`src/rtl/rs_pair_pkg.sv`:
```
// Shared definitions for the reservation stations and the dispatch unit:
// RS IDs, instruction-type codes, the "operand ready" tag and entry states.
package rs_pair_pkg;

    localparam logic [3:0] ADD_0   = 4'b0001;
    localparam logic [3:0] ADD_1   = 4'b0010;
    localparam logic [3:0] MULT_0  = 4'b0011;
    localparam logic [3:0] MULT_1  = 4'b0100;
    localparam logic [3:0] FETCH_0 = 4'b0101;
    localparam logic [3:0] FETCH_1 = 4'b0110;
    localparam logic [3:0] STORE_0 = 4'b0111;
    localparam logic [3:0] STORE_1 = 4'b1000;

    // A source tag of 0 means the value is already present.
    localparam logic [3:0] TAG_READY = 4'b0000;

    typedef enum logic [1:0] {
        InstrAdd,
        InstrMult,
        InstrFetch,
        InstrStore
    } instr_type_e;

    typedef enum logic [1:0] {
        StFree,
        StWait,
        StReady,
        StIssued
    } rs_state_e;

endpackage

```
`src/rtl/rs_entry.sv`:
```
// One reservation-station entry: lifecycle FSM, operand latches, CDB snoop
// and same-cycle dispatch bypass.
module rs_entry
    import rs_pair_pkg::*;
#(
    parameter int unsigned         TAG_LEN  = 4,
    parameter int unsigned         DATA_WID = 16,
    parameter logic [TAG_LEN-1:0]  RS_ID    = TAG_LEN'(ADD_0)
) (
    input  logic                clk,
    input  logic                rst_n,
    input  logic                disp_i,
    input  logic [TAG_LEN-1:0]  disp_tag0_i,
    input  logic [TAG_LEN-1:0]  disp_tag1_i,
    input  logic [DATA_WID-1:0] disp_val0_i,
    input  logic [DATA_WID-1:0] disp_val1_i,
    input  logic                cdb_valid_i,
    input  logic [TAG_LEN-1:0]  cdb_tag_i,
    input  logic [DATA_WID-1:0] cdb_data_i,
    input  logic                issue_i,
    output logic                ready_o,
    output logic                free_o,
    output logic                done_o,
    output logic [DATA_WID-1:0] op_a_o,
    output logic [DATA_WID-1:0] op_b_o
);

    localparam logic [TAG_LEN-1:0] TagRdy = TAG_LEN'(TAG_READY);

    rs_state_e             state_q, state_d;
    logic [TAG_LEN-1:0]    tag0_q, tag0_d, tag1_q, tag1_d;
    logic [DATA_WID-1:0]   val0_q, val0_d, val1_q, val1_d;
    logic                  done_q, done_d;

    always_ff @(posedge clk or negedge rst_n) begin
        if (!rst_n) begin
            state_q <= StFree;
            tag0_q  <= '0;
            tag1_q  <= '0;
            val0_q  <= '0;
            val1_q  <= '0;
            done_q  <= 1'b0;
        end else begin
            state_q <= state_d;
            tag0_q  <= tag0_d;
            tag1_q  <= tag1_d;
            val0_q  <= val0_d;
            val1_q  <= val1_d;
            done_q  <= done_d;
        end
    end

    always_comb begin
        state_d = state_q;
        tag0_d  = tag0_q;
        tag1_d  = tag1_q;
        val0_d  = val0_q;
        val1_d  = val1_q;
        done_d  = 1'b0;
        unique case (state_q)
            StFree: begin
                if (disp_i) begin
                    tag0_d = disp_tag0_i;
                    tag1_d = disp_tag1_i;
                    val0_d = disp_val0_i;
                    val1_d = disp_val1_i;
                    // Bypass: a producer broadcasting in the dispatch cycle
                    if (cdb_valid_i && disp_tag0_i != TagRdy && disp_tag0_i == cdb_tag_i) begin
                        tag0_d = TagRdy;
                        val0_d = cdb_data_i;
                    end
                    if (cdb_valid_i && disp_tag1_i != TagRdy && disp_tag1_i == cdb_tag_i) begin
                        tag1_d = TagRdy;
                        val1_d = cdb_data_i;
                    end
                    state_d = (tag0_d == TagRdy && tag1_d == TagRdy) ? StReady : StWait;
                end
            end
            StWait: begin
                if (cdb_valid_i && tag0_q != TagRdy && tag0_q == cdb_tag_i) begin
                    tag0_d = TagRdy;
                    val0_d = cdb_data_i;
                end
                if (cdb_valid_i && tag1_q != TagRdy && tag1_q == cdb_tag_i) begin
                    tag1_d = TagRdy;
                    val1_d = cdb_data_i;
                end
                if (tag0_d == TagRdy && tag1_d == TagRdy) state_d = StReady;
            end
            StReady: begin
                if (issue_i) state_d = StIssued;
            end
            StIssued: begin
                if (cdb_valid_i && cdb_tag_i == RS_ID) begin
                    state_d = StFree;
                    done_d  = 1'b1;
                end
            end
            default: state_d = StFree;
        endcase
    end

    always_comb begin
        ready_o = (state_q == StReady);
        free_o  = (state_q == StFree);
        done_o  = done_q;
        op_a_o  = val0_q;
        op_b_o  = val1_q;
    end

endmodule

```
`src/rtl/rs_pair.sv`:
```
// Two-entry reservation station: dispatch decode and error detection, age
// tracking and a registered, stall-stable issue port to the functional unit.
module rs_pair
    import rs_pair_pkg::*;
#(
    parameter int unsigned        TAG_LEN  = 4,
    parameter int unsigned        DATA_WID = 16,
    parameter logic [TAG_LEN-1:0] RS_ID_0  = TAG_LEN'(ADD_0),
    parameter logic [TAG_LEN-1:0] RS_ID_1  = TAG_LEN'(ADD_1)
) (
    input  logic                clk,
    input  logic                rst_n,
    input  logic                disp1_valid,
    input  logic [TAG_LEN-1:0]  disp1_rs,
    input  logic [TAG_LEN-1:0]  disp1_tag0,
    input  logic [TAG_LEN-1:0]  disp1_tag1,
    input  logic [DATA_WID-1:0] disp1_val0,
    input  logic [DATA_WID-1:0] disp1_val1,
    input  logic                disp2_valid,
    input  logic [TAG_LEN-1:0]  disp2_rs,
    input  logic [TAG_LEN-1:0]  disp2_tag0,
    input  logic [TAG_LEN-1:0]  disp2_tag1,
    input  logic [DATA_WID-1:0] disp2_val0,
    input  logic [DATA_WID-1:0] disp2_val1,
    input  logic                cdb_valid,
    input  logic [TAG_LEN-1:0]  cdb_tag,
    input  logic [DATA_WID-1:0] cdb_data,
    output logic                fu_valid,
    input  logic                fu_ready,
    output logic [TAG_LEN-1:0]  fu_tag,
    output logic [DATA_WID-1:0] fu_op_a,
    output logic [DATA_WID-1:0] fu_op_b,
    output logic [1:0]          done,
    output logic [1:0]          busy,
    output logic                disp_err
);

    logic                hit1, hit2, tgt1, tgt2, acc1, acc2, err1, err2;
    logic [1:0]          free, ready, done_e, entry_disp, issue, avail;
    logic [TAG_LEN-1:0]  e_tag0 [2];
    logic [TAG_LEN-1:0]  e_tag1 [2];
    logic [DATA_WID-1:0] e_val0 [2];
    logic [DATA_WID-1:0] e_val1 [2];
    logic [DATA_WID-1:0] op_a [2];
    logic [DATA_WID-1:0] op_b [2];

    logic                age_q, age_d;
    logic                err_q, err_d;
    logic                fu_valid_q, fu_valid_d, fu_sel_q, fu_sel_d, hs;
    logic [TAG_LEN-1:0]  fu_tag_q, fu_tag_d;
    logic [DATA_WID-1:0] fu_op_a_q, fu_op_a_d, fu_op_b_q, fu_op_b_d;

    always_comb begin
        hit1 = disp1_valid && (disp1_rs == RS_ID_0 || disp1_rs == RS_ID_1);
        hit2 = disp2_valid && (disp2_rs == RS_ID_0 || disp2_rs == RS_ID_1);
        tgt1 = (disp1_rs == RS_ID_1);
        tgt2 = (disp2_rs == RS_ID_1);
        acc1 = hit1 && free[tgt1];
        err1 = hit1 && !free[tgt1];
        // Bus 1 wins when both buses name the same free entry
        acc2 = hit2 && free[tgt2] && !(acc1 && tgt1 == tgt2);
        err2 = hit2 && !acc2;
        err_d = err1 || err2;
        for (int k = 0; k < 2; k++) begin
            entry_disp[k] = (acc1 && tgt1 == 1'(k)) || (acc2 && tgt2 == 1'(k));
            if (acc1 && tgt1 == 1'(k)) begin
                e_tag0[k] = disp1_tag0;
                e_tag1[k] = disp1_tag1;
                e_val0[k] = disp1_val0;
                e_val1[k] = disp1_val1;
            end else begin
                e_tag0[k] = disp2_tag0;
                e_tag1[k] = disp2_tag1;
                e_val0[k] = disp2_val0;
                e_val1[k] = disp2_val1;
            end
        end
    end

    // age_q holds the index of the older entry
    always_comb begin
        age_d = age_q;
        if (entry_disp[0] && entry_disp[1]) age_d = tgt1;
        else if (entry_disp[0])             age_d = 1'b1;
        else if (entry_disp[1])             age_d = 1'b0;
    end

    for (genvar k = 0; k < 2; k++) begin : g_entry
        rs_entry #(
            .TAG_LEN  (TAG_LEN),
            .DATA_WID (DATA_WID),
            .RS_ID    ((k == 0) ? RS_ID_0 : RS_ID_1)
        ) u_entry (
            .clk         (clk),
            .rst_n       (rst_n),
            .disp_i      (entry_disp[k]),
            .disp_tag0_i (e_tag0[k]),
            .disp_tag1_i (e_tag1[k]),
            .disp_val0_i (e_val0[k]),
            .disp_val1_i (e_val1[k]),
            .cdb_valid_i (cdb_valid),
            .cdb_tag_i   (cdb_tag),
            .cdb_data_i  (cdb_data),
            .issue_i     (issue[k]),
            .ready_o     (ready[k]),
            .free_o      (free[k]),
            .done_o      (done_e[k]),
            .op_a_o      (op_a[k]),
            .op_b_o      (op_b[k])
        );
    end

    always_comb begin
        hs       = fu_valid_q && fu_ready;
        issue[0] = hs && !fu_sel_q;
        issue[1] = hs && fu_sel_q;
        avail    = ready & ~issue;
        fu_valid_d = fu_valid_q;
        fu_sel_d   = fu_sel_q;
        fu_tag_d   = fu_tag_q;
        fu_op_a_d  = fu_op_a_q;
        fu_op_b_d  = fu_op_b_q;
        // Presented operands stay frozen while the FU stalls
        if (!fu_valid_q || fu_ready) begin
            fu_valid_d = |avail;
            fu_sel_d   = (avail[0] && avail[1]) ? age_q : avail[1];
            if (|avail) begin
                fu_tag_d  = fu_sel_d ? RS_ID_1 : RS_ID_0;
                fu_op_a_d = op_a[fu_sel_d];
                fu_op_b_d = op_b[fu_sel_d];
            end
        end
    end

    always_ff @(posedge clk or negedge rst_n) begin
        if (!rst_n) begin
            age_q      <= 1'b0;
            err_q      <= 1'b0;
            fu_valid_q <= 1'b0;
            fu_sel_q   <= 1'b0;
            fu_tag_q   <= '0;
            fu_op_a_q  <= '0;
            fu_op_b_q  <= '0;
        end else begin
            age_q      <= age_d;
            err_q      <= err_d;
            fu_valid_q <= fu_valid_d;
            fu_sel_q   <= fu_sel_d;
            fu_tag_q   <= fu_tag_d;
            fu_op_a_q  <= fu_op_a_d;
            fu_op_b_q  <= fu_op_b_d;
        end
    end

    always_comb begin
        fu_valid = fu_valid_q;
        fu_tag   = fu_tag_q;
        fu_op_a  = fu_op_a_q;
        fu_op_b  = fu_op_b_q;
        done     = done_e;
        busy     = ~free;
        disp_err = err_q;
    end

endmodule
```
`config.mk`:
```
export PLATFORM = sky130hd
export DESIGN_NAME = rs_pair
export DESIGN_NICKNAME = d
export VERILOG_FILES = /design/src/rtl/rs_pair_pkg.sv /design/src/rtl/rs_entry.sv /design/src/rtl/rs_pair.sv
export SDC_FILE = /design/constraint.sdc
export NUM_CORES = 1
export LEC_CHECK = 0
export CAP_MARGIN = 20
export CORE_UTILIZATION = 35
export CTS_CLUSTER_SIZE = 24
export DETAILED_ROUTE_END_ITERATION = 10
export GPL_TIMING_DRIVEN = 1
export SLEW_MARGIN = 5
export SYNTH_ARGS = -nofsm -noshare
export SYNTH_HDL_FRONTEND = slang
export SYNTH_SLANG_ARGS = --single-unit
```
`constraint.sdc`:
```
create_clock -name clk -period 7.9 [get_ports clk]
set_input_delay 2.37 -clock clk [delete_from_list [all_inputs] [get_ports clk]]
set_output_delay 2.37 -clock clk [all_outputs]
set_load 0.02 [all_outputs]
```
# ---- Word-level counts from Yosys, hierarchy flattened
# Index checks and enable logic that the tools add are counted.
dict set report op_classes {
  magnitude_cmp 3
  n_eq_ne 33
  bitwise_logic 6
  mux 83
  reduce_logical 81
}
# operator count
set ops {}
lappend ops {{$mux W16} 22}
lappend ops {{$pmux W16 S2} 4}
lappend ops {{$mux W4} 28}
lappend ops {{$logic_and A1 B1 Y1} 39}
lappend ops {{$eq A4 B4 Y1} 8}
lappend ops {{$logic_not A4 Y1} 8}
lappend ops {{$pmux W4 S2} 4}
lappend ops {{$reduce_bool A4 Y1} 8}
lappend ops {{$ne A2 B1 Y1 const B} 12}
lappend ops {{$mux W2} 11}
lappend ops {{$pmux W2 S4} 2}
lappend ops {{$eq A4 B1 Y1 const B} 3}
lappend ops {{$eq A4 B2 Y1 const B} 3}
lappend ops {{$mux W1} 12}
lappend ops {{$reduce_and A3 Y1} 4}
lappend ops {{$eq A2 B2 Y1 const B} 4}
lappend ops {{$reduce_and A4 Y1} 2}
lappend ops {{$logic_or A1 B1 Y1} 6}
lappend ops {{$reduce_and A2 Y1} 3}
lappend ops {{$logic_not A1 Y1} 5}
lappend ops {{$eq A2 B1 Y1 const B} 2}
lappend ops {{$logic_not A2 Y1} 2}
lappend ops {{$lt A1 B2 Y1 const B} 2}
lappend ops {{$not A2 Y2} 2}
lappend ops {{other kinds (8)} 10}
dict set report word_totals {
  input_bits 114
  wordCells 225
  reg_bits 126
}

# ---- Depth between registers and ports, before layout
# Gate-level depths: netlist of run 1.
dict set report logic_depth {
  depth_word 17
  mapped_depth 13
  ltp_nobuf 8
}

# ---- Cells and area by module
# Synthesis of run 1 repeated with hierarchy kept, for this count alone.
dict set report hier_totals {
  cells_unflattened 736
  area_unflattened_um2 7832.5
}
# mod area_per_inst_um2 instances cells_each seq_area_each_um2
set by_module_without_submodules {}
lappend by_module_without_submodules {rs_pair 2987.9 1 253 950.9}
lappend by_module_without_submodules {{rs_entry (g_entry[1].u_entry)} 2423.6 1 241 1076.0}
lappend by_module_without_submodules {{rs_entry (g_entry[0].u_entry)} 2421.1 1 242 1076.0}

# ---- Worst setup path after synthesis of run 1
# Ideal clock, no wire load.
dict set report synth_timing {
  path_kind {input to register}
  from {input port disp1_rs[3]}
  to {register g_entry[0].u_entry.val1_q[10]}
  arrival_time_ns 4.221
  cell_stages 9
  setup_ns 0.135
  setup_slack_ns 3.544
  cell_sequence {or3b_1 > buf_2 > o21ai_1 > a21oi_1 > or4_1 > clkbuf_1 > buf_2 > o22ai_1 > o31ai_1}
}
dict set report synth_between {
  elab_chain_cells 12
}
# item line_no
set synth_lines {}
lappend synth_lines {{from (decl)} rs_pair.sv:14} ;# input logic [TAG_LEN-1:0] disp1_rs,
lappend synth_lines {{$eq A4 B2 Y1 or $eq A4 B1 Y1 (tied branches)} {rs_pair.sv:54, rs_pair.sv:56}}
lappend synth_lines {{$mux W1 (not written as such) or $logic_or A1 B1 Y1 (tied branches)} {rs_pair.sv:58, rs_pair.sv:54}}
lappend synth_lines {{$mux W1 (not written as such) or $logic_and A1 B1 Y1 (tied branches)} {rs_pair.sv:58, rs_pair.sv:54}}
lappend synth_lines {{$logic_and A1 B1 Y1} rs_pair.sv:58} ;# acc1 = hit1 && free[tgt1];
lappend synth_lines {{$logic_and A1 B1 Y1} {rs_pair.sv:65, rs_pair.sv:66}}
lappend synth_lines {{$mux W4} rs_pair.sv:66} ;# if (acc1 && tgt1 == 1'(k)) begin
lappend synth_lines {{$reduce_bool A4 Y1} rs_entry.sv:72} ;# if (cdb_valid_i && disp_tag1_i != TagRdy && disp_tag1_i == cdb_tag_i) begin
lappend synth_lines {{$logic_and A1 B1 Y1 (2 in a row)} rs_entry.sv:72}
lappend synth_lines {{$mux W16} rs_entry.sv:72}
lappend synth_lines {{$mux W16} rs_entry.sv:62} ;# if (disp_i) begin
lappend synth_lines {{$pmux W16 S2} rs_entry.sv:60} ;# unique case (state_q)
lappend synth_lines {{to (signal assigned)} rs_entry.sv:48} ;# val1_q <= val1_d;
lappend synth_lines {{to (decl)} rs_entry.sv:32} ;# logic [DATA_WID-1:0] val0_q, val0_d, val1_q, val1_d;
# Several ways; a longest one is shown, not always the timed one. The select of a mux whose other input is x is not followed.
# A chain may end at the register's enable or synchronous reset.

# ---- Worst setup path after layout of run 1
dict set report layout_timing {
  from {input port disp1_rs[3]}
  to {register g_entry[0].u_entry.val0_q[4]}
}
dict set report layout_between {
  elab_chain_cells 12
}
# item line_no
set layout_lines {}
lappend layout_lines {{$eq A4 B2 Y1 or $eq A4 B1 Y1 (tied branches)} {rs_pair.sv:54, rs_pair.sv:56}}
lappend layout_lines {{$mux W1 (not written as such) or $logic_or A1 B1 Y1 (tied branches)} {rs_pair.sv:58, rs_pair.sv:54}}
lappend layout_lines {{$mux W1 (not written as such) or $logic_and A1 B1 Y1 (tied branches)} {rs_pair.sv:58, rs_pair.sv:54}}
lappend layout_lines {{$logic_and A1 B1 Y1} rs_pair.sv:58}
lappend layout_lines {{$logic_and A1 B1 Y1} {rs_pair.sv:65, rs_pair.sv:66}}
lappend layout_lines {{$mux W4} rs_pair.sv:66}
lappend layout_lines {{$reduce_bool A4 Y1} rs_entry.sv:68} ;# if (cdb_valid_i && disp_tag0_i != TagRdy && disp_tag0_i == cdb_tag_i) begin
lappend layout_lines {{$logic_and A1 B1 Y1 (2 in a row)} rs_entry.sv:68}
lappend layout_lines {{$mux W16} rs_entry.sv:68}
lappend layout_lines {{$mux W16} rs_entry.sv:62}
lappend layout_lines {{$pmux W16 S2} rs_entry.sv:60}
lappend layout_lines {{to (signal assigned)} rs_entry.sv:47} ;# val0_q <= val0_d;
lappend layout_lines {{to (decl)} rs_entry.sv:32}
# Several ways; a longest one is shown, not always the timed one. The select of a mux whose other input is x is not followed.

==> out/metrics.cfg, run 1 <==
[place]
dp_cells = 1360
numPortBuffers = 153
dpl.hpwl_um = 19200
gp_congestion = 0.901
place_ws_ps = 1880
placed_cell_area_sq_mm = 0.00983

[detailed_routing]
ant_nets = 0
drtIter0Drc = 855
dr_total_vias = 7965
avgViaCountPerCell = 5.72
routed_wl_um = 27900
drtPass1Iterations = 6
drt-wirelength-per-cell_um = 20.0
remaining_drc_errors = 0

[setup_path]
max_stage_delay_ps = 690
crit_fanout = 30
required_ps = 8160
cp_top_family = simple AND/OR/NAND/NOR gates
path_buf_inv = 3
cp-start-kind = input pin
cp.arrival_ps = 5900
endpoint_kind = flip-flop
critical_path_class = input pin to flip-flop
path_cells = clkdlybuf4s50_1 > nor3b_4 > buf_4 > nand2_2 > buf_4 > nor3_1 > o221a_2 > or2_1 > o311ai_0
slowest_stage = or2_1
cpMostUsedCell = buf_4

[pwr]
power_mw = 3.73
powerDensity_mw_per_mm2 = 358
peakVddDrop_v = 0.000129
leakage_nw = 4.56

[clock_network]
cts_tree = done
cts_hold_buffers = 0
cts-root-buf = clkbuf_16
clkLatencyLatePin_ps = 430
cts_buffer_depth = 2
htree_levels = 4
clock-sinks = 124
cts-buffers-inserted = 17
cts_setup_buffers = 0
cts_resized = 0
clk_pin_slew_worst_paths_ps = 50

[die]
ioPinCount = 156
fp.dieH_um = 155
die_x_um = 155
design.core.area_sq_mm = 0.0228
rows = 55
start_util = 0.358
die-area_sq_mm = 0.0239

[grt]
grt_pass1_vias = 7542
grt.total_usage = 0.239
grt_pass1_wl_um = 43900
grt_max_degree = 65
grt_overflow = 0
antenna_found_initial = 0

[timing]
timing_worst_slew_pin_value_ps = 1030
setup_slack_ps = 2250
report.final.slew_viol_count = 0
hold_violations = 0
fin_tns_setup_ps = 0
clock-skew-final_ps = 13.1
layout_min_cycle_time_ps = 5650
setup_viol = 0
finalCritPeriodShare = 0.715
rsz0062_at_grt = false
relSlewSlack = 0.314
timing.fmax_ghz = 0.177

[synth]
synth-main-ff-cell = dfrtp_1
ys_types = 71
synth_xor_area_frac = 0.0204
synth_compound_area_frac = 0.257
synth_top_family_by_area = compound AO/OA/AOI/OAI gates
synth-edff-count = 0
ys_async_sr_fraction = 1.00
syn_avg_cell_area_sq_um = 8.47
synth_common_cells = nand2_1 (127), dfrtp_1 (124), nor2_1 (91), clkbuf_1 (63), o31ai_1 (56)
synthAdderAreaFrac = 0.0153
synth.most_common_cell = nand2_1
yosys_register_bits = 124
synthTopCellsByArea = dfrtp_1 (38%), nand2_1 (5.8%), o31ai_1 (5.2%)
yosysTopAreaCell = dfrtp_1
yosysSeqAreaShare = 0.380
netlist_area_sq_mm = 0.00816
synthCells = 964
synth.area.mux_share = 0.0376
synth-simple-area-share = 0.216
yosys.area.top_type_share = 0.380
yosysWarnings = 0

[worst_hold_path]
hp-class = flip-flop to flip-flop

[finish]
instances_no_fill = 1392
diodes = 0
final_nets = 1191
drive_gt1_frac = 0.0704
area_delta_synth_final_pct = 27.4
design_area_sq_mm = 0.0104

[run_status]
status = complete, no violations

[run]
max_cap_viol_count = 0

## routing by layer
| metal | up-vias | GRT usage | wire length [um] |
|---|---|---|---|
| met5 | - | 0 | 0 |
| met4 | 0 | 0.0717 | 495 |
| met3 | 34 | 0.0375 | 1560 |
| met2 | 320 | 0.381 | 13100 |
| met1 | 3828 | 0.332 | 12700 |
| li1 | 3783 | - | - |
## registers in the layout, indices dropped and copies added (netlist names)
register and flops:
fu_valid 1, g_entry.u_entry.done_o 2, g_entry.u_entry.tag1_q 8, g_entry.u_entry.op_a_o 32, fu_tag 2, fu_op_a 16
disp_err 1, g_entry.u_entry.tag0_q 8, g_entry.u_entry.state_q 4, g_entry.u_entry.op_b_o 32, fu_op_b 16, fu_sel_q 1
age_q 1
## per-stage QoR
step / hold WS [ps] / util
after floorplan: 447 / -
final: 473 / 0.457
after global placement: 459 / 0.432
after global routing: 508 / 0.457
after CTS: 478 / 0.455
after detailed placement: 466 / 0.432
## final timing paths
kind                                                from                             to  slack (ps)  cells after the start
setup / recovery                             disp1_rs[3]   g_entry[0].u_entry.op_a_o[4]        2250                      9
hold / removal                                 fu_tag[1]                      fu_tag[1]         470                      1
setup reg to reg           g_entry[1].u_entry.state_q[1]  g_entry[1].u_entry.state_q[1]        3930                      8
hold reg to reg                                fu_tag[1]                      fu_tag[1]         470                      1
max in group asynchronous                          rst_n   g_entry[1].u_entry.tag1_q[2]        4510                      2
min in group asynchronous                          rst_n                      fu_tag[1]        2040                      1
## area by class of cell
cell class                      count  area (sq um)
Fill cell                        2248         12400
Multi-Input combinational cell    701          4490
Sequential cell                   124          3100
Timing Repair Buffer              171          1680
Clock buffer                       24           472
Tap cell                          313           392
Inverter                           52           195
Clock inverter                      7          66.3
## report_power, final
part	internal, mW	switching [mW]
clock	0.445	0.285
sequential	0.950	0.195
combinational	0.766	1.09
total	2.16	1.57
## cell families after synthesis
family	after synthesis
and+or+nand+nor	365
AOI/OAI and AO/OA	277
buffers and inverters	140
DFF	124
muxes	28
xor gates and xnor gates	19
adders and majority gates	10
other	1
## cells in the final DEF (no fill, tap or decap), types with 7 or more instances in the layout
master and instances:
a222oi_1 32, nand4_1 17, o211ai_1 22, nor2b_1 24, o21ai_0 18, o311ai_0 10
nor3_1 13, xnor2_1 13, dfrtp_1 124, and3_1 34, nand3_1 11, o22ai_1 21
ha_1 10, nor4_1 7, nand2_1 127, o31ai_1 56, clkbuf_16 17, a211oi_1 19
a21oi_1 35, inv_1 50, nor2_1 90, clkdlybuf4s50_1 152, buf_4 18, nand2b_1 8
a2111oi_0 17, mux2i_1 25
Note: power is estimated with default switching activity, not from simulation.
==> inputs of run 2 (changes only) <==
==> constraint.sdc (replaced) <==
create_clock -name clk -period 5.72 [get_ports clk]
set_input_delay 1.716 -clock clk [delete_from_list [all_inputs] [get_ports clk]]
set_output_delay 1.716 -clock clk [all_outputs]
set_load 0.02 [all_outputs]
==> run 2 against run 1 <==
Die area unchanged. Setup slack got worse by 1300 ps. Wire length is 0.96% higher. Total power is 38% higher. Highest routed layer unchanged.
==> out/metrics.cfg, run 2 (synthesis results as in run 1) <==
[place]
gp_congestion = 0.882  ; -2.1%
placed_cell_area_sq_mm = 0.00988  ; +0.45%
numPortBuffers = 153  ; unchanged
dpl.hpwl_um = 19400  ; +1.1%

[pwr]
peakVddDrop_v = 0.000222  ; +71%
leakage_nw = 4.57  ; +0.23%
powerDensity_mw_per_mm2 = 492  ; +37%

[grt]
grt_pass1_wl_um = 44000  ; about the same
grt_pass1_vias = 7746  ; +2.7%
antenna_found_initial = 0  ; unchanged
grt_overflow = 0  ; unchanged
grt.total_usage = 0.237  ; -0.00148
grt_max_degree = 125  ; +92%

[clock_network]
cts_resized = 0  ; unchanged
cts_tree = done
clkLatencyLatePin_ps = 420  ; about the same
clk_pin_slew_worst_paths_ps = 60  ; about the same
cts_buffer_depth = 2  ; unchanged
cts-root-buf = clkbuf_16
clock-sinks = 124  ; unchanged
cts_setup_buffers = 0  ; unchanged
cts_hold_buffers = 0  ; unchanged
htree_levels = 4  ; unchanged
cts-buffers-inserted = 17  ; unchanged

[die]
start_util = 0.358  ; unchanged
die-area_sq_mm = 0.0239  ; unchanged
die_x_um = 155  ; unchanged
fp.dieH_um = 155  ; unchanged
ioPinCount = 156  ; unchanged
rows = 55  ; unchanged
design.core.area_sq_mm = 0.0228  ; unchanged

[timing]
relSlewSlack = 0.284  ; -0.0303
rsz0062_at_grt = false
fin_tns_setup_ps = 0  ; unchanged
clock-skew-final_ps = 14.0  ; +0.895 ps
setup_viol = 0  ; unchanged
finalCritPeriodShare = 0.840
fin_hold_ws_ps = 475  ; +2.15 ps
hold_violations = 0  ; unchanged
timing.fmax_ghz = 0.208
timing_worst_slew_pin_value_ps = 1070  ; +48.7 ps
layout_min_cycle_time_ps = 4810
report.final.slew_viol_count = 0  ; unchanged

[setup_path]
critical_path_class = input pin to flip-flop
reg2reg_slack_ps = 1980  ; -1950 ps
r2r-end = g_entry[0].u_entry.op_a_o[0]
required_ps = 6010  ; -2150 ps
endpoint_kind = flip-flop
cp.arrival_ps = 5100  ; -800 ps
cp-start-kind = input pin
critPathCapture = g_entry[0].u_entry.op_a_o[0]
crit_path_start = disp1_rs[3]
crit_fanout = 20  ; -33%
r2r_cells = 9  ; +1
timing.rr.start = g_entry[0].u_entry.state_q[0]

[detailed_routing]
ant_nets = 0  ; unchanged
drt-wirelength-per-cell_um = 20.2  ; +0.74%
routed_wl_um = 28100  ; +0.96%
drtPass1Iterations = 8  ; +2
remaining_drc_errors = 0  ; unchanged
avgViaCountPerCell = 5.80  ; +1.3%
drtIter0Drc = 775  ; -9.4%
dr_total_vias = 8086  ; +1.5%

[finish]
final_nets = 1195  ; +0.34%
fill_cells = 2236  ; -0.53%
area_delta_synth_final_pct = 27.8
layout_commonest_cell = clkdlybuf4s50_1
design_area_sq_mm = 0.0104  ; +0.26%
mostFrequentLayoutCells = clkdlybuf4s50_1 (152), nand2_1 (127), dfrtp_1 (124)
drive_gt1_frac = 0.0730  ; +0.00258
diodes = 0  ; unchanged

[run_status]
status = complete, no violations

[worst_hold_path]
hp-class = flip-flop to flip-flop

[run]
max_cap_viol_count = 0  ; unchanged

-- run 2: area by class of cell --
cell class	count	area, sq um	share of cell area
clock inverter	8	95.1	0.00912
sequential	124	3100	0.298
clock buffer	22	454	0.0436
tap	313	392	0.0376
multi-input combinational	701	4480	0.430
inverter	52	195	0.0187
timing repair buffer	175	1710	0.164
-- run 2: layer usage --
layer	global-route usage	share of wire	up-vias
li1	-	-	3782
met1	0.323	0.45	3891
met2	0.368	0.45	362
met3	0.0462	0.067	51
met4	0.0971	0.030	0
met5	0	0	-
-- run 2: critical path: stages --
cell,delay (ps)
clkdlybuf4s50_1,460
nor3b_4,490
nand2_2,470
buf_4,370
a21o_1,220
o221a_2,380
or2_1,530
o311ai_0,450
-- run 2: worst min-delay path by stage --
| stage | from | end | slack [ps] | depth (start not counted) |
|---|---|---|---|---|
| 2_1_floorplan | g_entry[1].u_entry.op_a_o[0] | g_entry[1].u_entry.op_a_o[0] | 450 | 2 |
| 3_3_place_gp | g_entry[1].u_entry.op_b_o[9] | g_entry[1].u_entry.op_b_o[9] | 460 | 2 |
| 3_5_place_dp | g_entry[1].u_entry.op_b_o[12] | g_entry[1].u_entry.op_b_o[12] | 470 | 2 |
| 4_1_cts | g_entry[1].u_entry.op_a_o[4] | g_entry[1].u_entry.op_a_o[4] | 480 | 2 |
| 5_1_grt | g_entry[0].u_entry.op_a_o[1] | fu_op_a[1] | 490 | 2 |
| 6_report | g_entry[1].u_entry.op_b_o[12] | g_entry[1].u_entry.op_b_o[12] | 470 | 2 |
-- run 2: through the flow --
stage | utilization | cells | setup WS (ps) | power [mW]
finish | 0.458 | 1395 | 913 | 5.13
floorplan | - | 965 | 2020 | 3.26
detailed placement | 0.434 | 1365 | 520 | 4.10
CTS | 0.458 | 1395 | 951 | 5.14
global placement | 0.434 | 1365 | 642 | 4.05
global route | 0.458 | 1395 | 735 | 5.49
-- run 2: power by group --
part	total (mW)	internal (mW)	switching [mW]
clock	1.04	0.644	0.391
sequential	1.59	1.31	0.277
combinational	2.50	1.02	1.48
==> inputs of run 3 (changes only) <==
==> constraint.sdc (replaced) <==
create_clock -name clk -period 4.4 [get_ports clk]
set_input_delay 1.32 -clock clk [delete_from_list [all_inputs] [get_ports clk]]
set_output_delay 1.32 -clock clk [all_outputs]
set_load 0.02 [all_outputs]
==> run 3 against run 2 <==
Count of clock-buffer cells in the layout up 1. Largest power group unchanged. Sequential share of layout area down 0.49 points. Sequential power up 30%. Critical path depth unchanged. Combinational power up 33%.
==> out/metrics.cfg, run 3 (synthesis results as in run 1) <==
[run_status]
status = complete, no violations

[die]
design.core.area_sq_mm = 0.0228  ; unchanged
fp.dieH_um = 155  ; unchanged
ioPinCount = 156  ; unchanged
die-area_sq_mm = 0.0239  ; unchanged
die_x_um = 155  ; unchanged
rows = 55  ; unchanged
start_util = 0.358  ; unchanged

[setup_path]
cp.arrival_ps = 4080  ; -1020 ps
crit_fanout = 16  ; -20%
cp-start-kind = input pin
required_ps = 4690  ; -1320 ps
critical_path_class = input pin to flip-flop
endpoint_kind = flip-flop

[grt]
grt_pass1_wl_um = 45000  ; +2.3%
grt.total_usage = 0.243  ; +0.00535
grt_pass1_vias = 7929  ; +2.4%
grt_overflow = 0  ; unchanged
antenna_found_initial = 0  ; unchanged
grt_max_degree = 53  ; -58%

[finish]
diodes = 0  ; unchanged
instances_no_fill = 1416  ; +1.5%
design_area_sq_mm = 0.0106  ; +1.7%
fill_cells = 2189  ; -2.1%
utilization = 0.465  ; +0.00769
drive_gt1_frac = 0.0925  ; +0.0195
mostFrequentLayoutCells = clkdlybuf4s50_1 (152), nand2_1 (127), dfrtp_1 (124)
area_delta_synth_final_pct = 29.9
layout_commonest_cell = clkdlybuf4s50_1
final_nets = 1214  ; +1.6%

[clock_network]
cts_tree = done
clk_pin_slew_worst_paths_ps = 60  ; about the same
clkLatencyLatePin_ps = 430  ; about the same
cts_setup_buffers = 0  ; unchanged
cts_hold_buffers = 0  ; unchanged
htree_levels = 4  ; unchanged
cts_buffer_depth = 2  ; unchanged
clock-sinks = 124  ; unchanged
cts_resized = 0  ; unchanged
cts-buffers-inserted = 17  ; unchanged
cts-root-buf = clkbuf_16

[detailed_routing]
drtIter0Drc = 724  ; -6.6%
remaining_drc_errors = 0  ; unchanged
routed_wl_um = 28400  ; +0.99%
drt-wirelength-per-cell_um = 20.1  ; -0.51%
ant_nets = 0  ; unchanged
drtPass1Iterations = 5  ; -3
dr_total_vias = 8253  ; +2.1%
avgViaCountPerCell = 5.83  ; +0.55%

[pwr]
power_mw = 6.77  ; +32%
peakVddDrop_v = 0.000321  ; +45%
powerDensity_mw_per_mm2 = 639  ; +30%
leakage_nw = 4.68  ; +2.4%

[timing]
hold_violations = 0  ; unchanged
fin_hold_ws_ps = 476  ; +0.983 ps
finalCritPeriodShare = 0.860
setup_viol = 0  ; unchanged
timing.fmax_ghz = 0.264
relSlewSlack = 0.442  ; +0.158
setup_slack_ps = 615  ; -298 ps
clock-skew-final_ps = 13.1  ; -0.844 ps
timing_worst_slew_pin_value_ps = 838  ; -236 ps
rsz0062_at_grt = false
layout_min_cycle_time_ps = 3780
fin_tns_setup_ps = 0  ; unchanged
report.final.slew_viol_count = 0  ; unchanged

[place]
numPortBuffers = 153  ; unchanged
gp_congestion = 0.892  ; +1.1%
dp_cells = 1384  ; +1.4%
placed_cell_area_sq_mm = 0.0100  ; +1.4%
dpl.hpwl_um = 19600  ; +1.3%
place_ws_ps = 187  ; -332 ps

[worst_hold_path]
hp-class = flip-flop to flip-flop

[run]
max_cap_viol_count = 0  ; unchanged

run 3: per-layer routing:
layer  GRT usage  part of all wire  vias to the layer above
met4      0.0924             0.028                        0
li1            -                 -                     3842
met2       0.385              0.46                      341
met3      0.0311             0.060                       49
met1       0.336              0.45                     4021
met5           0                 0                        -
run 3: worst max-delay path, stage by stage:
cell and delay [ps]:
clkdlybuf4s50_1 450, or3b_1 500, buf_4 220, o21ai_1 230, a21oi_1 130, or4_1 860
o22ai_1 250, o31ai_1 100
run 3: area by class of cell:
cell class                      instances  area, sq um  share of cell area
Sequential cell                       124         3100               0.293
Tap cell                              313          392              0.0369
Timing Repair Buffer                  194         1850               0.174
Multi-Input combinational cell        701         4480               0.423
Inverter                               52          195              0.0184
Clock inverter                          9         85.1             0.00802
Clock buffer                           23          498              0.0470
run 3: path summary, 6_finish.rpt:
check / start / endpoint / slack, ps / depth (start not counted)
worst min register to register: fu_tag[0] / fu_tag[0] / 480 / 1
worst max-delay path: disp1_rs[3] / g_entry[0].u_entry.op_b_o[4] / 620 / 8
worst min-delay path: fu_tag[0] / fu_tag[0] / 480 / 1
worst max register to register: g_entry[0].u_entry.state_q[1] / g_entry[0].u_entry.op_a_o[1] / 1250 / 8
min in group asynchronous: rst_n / fu_tag[0] / 950 / 1
max in group asynchronous: rst_n / g_entry[0].u_entry.op_a_o[10] / 2610 / 2
run 3: report_power, final:
group	internal [mW]	switching, mW
Clock	0.851	0.522
Combinational	1.37	1.96
Sequential	1.71	0.357
==> edit: new RTL, settings of run 2 <==
Reset style: synchronous (`rst_n`), changed in 2 clocked blocks.
--- a/src/rtl/rs_entry.sv
+++ b/src/rtl/rs_entry.sv
@@ -34,3 +34,3 @@
 
-    always_ff @(posedge clk or negedge rst_n) begin
+    always_ff @(posedge clk) begin
         if (!rst_n) begin
--- a/src/rtl/rs_pair.sv
+++ b/src/rtl/rs_pair.sv
@@ -134,3 +134,3 @@
 
-    always_ff @(posedge clk or negedge rst_n) begin
+    always_ff @(posedge clk) begin
         if (!rst_n) begin
Behaviour: differs if rst_n is asserted again (counterexample within 4 cycles, from zero or initial values and one cycle with rst_n low); with rst_n held inactive, the same outputs for 4 cycles.
==> edit against run 2 <==
  * Clock skew grew 2.2 ps
  * Register-to-register slack improved by 520 ps
  * Setup slack improved by 360 ps
  * Sequential cell count unchanged
  * Sequential share of layout area down 4.4 points
  * Clock power increased by 13%
  * Wire length is 11% lower
  * Power decreased by 26%
  * Global-route usage is 0.70 points lower
  * Combinational power shrank 42%
  * Maximum frequency is 8.2% higher
  * Final area is 6.2% lower
  * Area after synthesis shrank 8.1%
==> edit: results (changes against run 2) <==
The share of flip-flops with an asynchronous set or reset is 0% (was 100%). The all-layer global routing usage is 23.0% (was 23.7%). The adder-cell share of the synthesized area is 1.67% (was 1.53%). The origin of the worst setup path is disp1_valid (was disp1_rs[3]). The largest clock skew in the final design is 16.2 ps (was 14.0 ps). Most area-consuming cells after synthesis: dfxtp_1 (33%), nand2_1 (14%), mux2i_1 (9.6%), o2bb2ai_1 (4.7%), a222oi_1 (4.3%) (was dfrtp_1 (38%), nand2_1 (5.8%), o31ai_1 (5.2%), nor2_1 (4.2%), a222oi_1 (3.9%)). The critical register-to-register path startpoint is g_entry[1].u_entry.state_q[1] (was g_entry[0].u_entry.state_q[0]). The final RePlAce weighted congestion is 0.884 (was 0.882). The share of synthesized area spent on multiplexers came out at 9.61% (was 3.76%). The data arrival time of the critical path was 4790 ps (was 5100 ps). The flop-to-flop setup slack came out at 2500 ps (was 1980 ps). The highest fanout seen on the critical path is 16 (was 20).

The cell with the largest stage delay on the worst path is nor2_2 (was or2_1). The pin count of the biggest net entering global routing is 35 (was 125). Top cells by instance count after synthesis: nand2_1 (270), dfxtp_1 (124), mux2i_1 (72), clkbuf_1 (49), nor2b_1 (45) (was nand2_1 (127), dfrtp_1 (124), nor2_1 (91), clkbuf_1 (63), o31ai_1 (56)). The capturing point of the worst reg2reg path is g_entry[1].u_entry.op_a_o[0] (was g_entry[0].u_entry.op_a_o[0]). The largest incremental delay on the critical path came out at 670 ps (was 530 ps). The endpoint with the worst hold slack is g_entry[1].u_entry.op_b_o[0] (was g_entry[1].u_entry.op_b_o[12]). The slew of the pin with the lowest slew margin came to 965 ps (was 1070 ps).

The ratio of cells with drive above 1 in the final layout is 5.81% (was 7.30%). The detailed router's first-iteration violation count came out at 747 (was 775). Result of the run: finished clean (unchanged). The first-pass GRT wire length came out at 39300 µm (was 44000 µm). The fraction of power spent switching nets is 37.0% (was 41.9%). The fraction of the mapped netlist area in compound gates came to 21.4% (was 25.7%). The launch point of the worst hold path is g_entry[1].u_entry.op_b_o[0] (was g_entry[1].u_entry.op_b_o[12]).

The post-synthesis cell type count was 65 (was 71). The worst reg2reg path depth is 8 (was 9). The xor-xnor portion of the synthesized cell area is 2.57% (was 2.04%).
edit: cell types whose count changed in the layout (fill, tap and decap cells not counted), moves of 16 or more:
cell	before	now
a2111oi_0	17	0
a211oi_1	19	3
and3_1	34	2
dfrtp_1	124	0
dfxtp_1	0	124
inv_1	50	29
mux2i_1	25	72
nand2_1	127	269
nor2_1	90	18
nor2b_1	24	45
o211ai_1	22	0
o22ai_1	22	3
o2bb2ai_1	0	40
o31ai_1	56	2
edit: routing by layer:
| metal | up-vias | global-route usage, % | wire (µm) |
|---|---|---|---|
| met5 | - | 0 | 0 |
| met4 | 0 | 7.32 | 482 |
| met3 | 34 | 3.83 | 1490 |
| met2 | 256 | 36.5 | 11200 |
| met1 | 3502 | 31.7 | 11900 |
| li1 | 3611 | - | - |
edit: final cells by class:
class	instances	share of cell area, %
Multi-Input combinational cell	730	46.5
Clock inverter	11	1.97
Timing Repair Buffer	170	16.9
Sequential cell	124	25.4
Clock buffer	20	4.57
Tap cell	275	3.52
Inverter	30	1.15
edit: worst max-delay path, delay by kind of cell:
| family | cells | cell delay (ps) |
|---|---|---|
| and+or+nand+nor | 4 | 1990 |
| AOI/OAI and AO/OA | 2 | 620 |
| buffers and inverters | 1 | 460 |
edit: through the flow:
step	area, µm²	power, W	setup slack [ps]	std cells
after floorplan	7510	0.00214	1980	961
after global placement	9140	0.00259	927	1329
after detailed placement	9140	0.00260	880	1329
after CTS	9780	0.00378	1310	1360
after global routing	9780	0.00399	1120	1360
final	9780	0.00378	1280	1360
edit: power by group through the flow:
stage	clock, W	combinational, W	sequential [W]
CTS	0.00119	0.00143	0.00116
global placement	0	0.00142	0.00117
detailed placement	0	0.00142	0.00117
floorplan	0	0.000970	0.00117
global route	0.00124	0.00157	0.00118
finish	0.00118	0.00144	0.00116
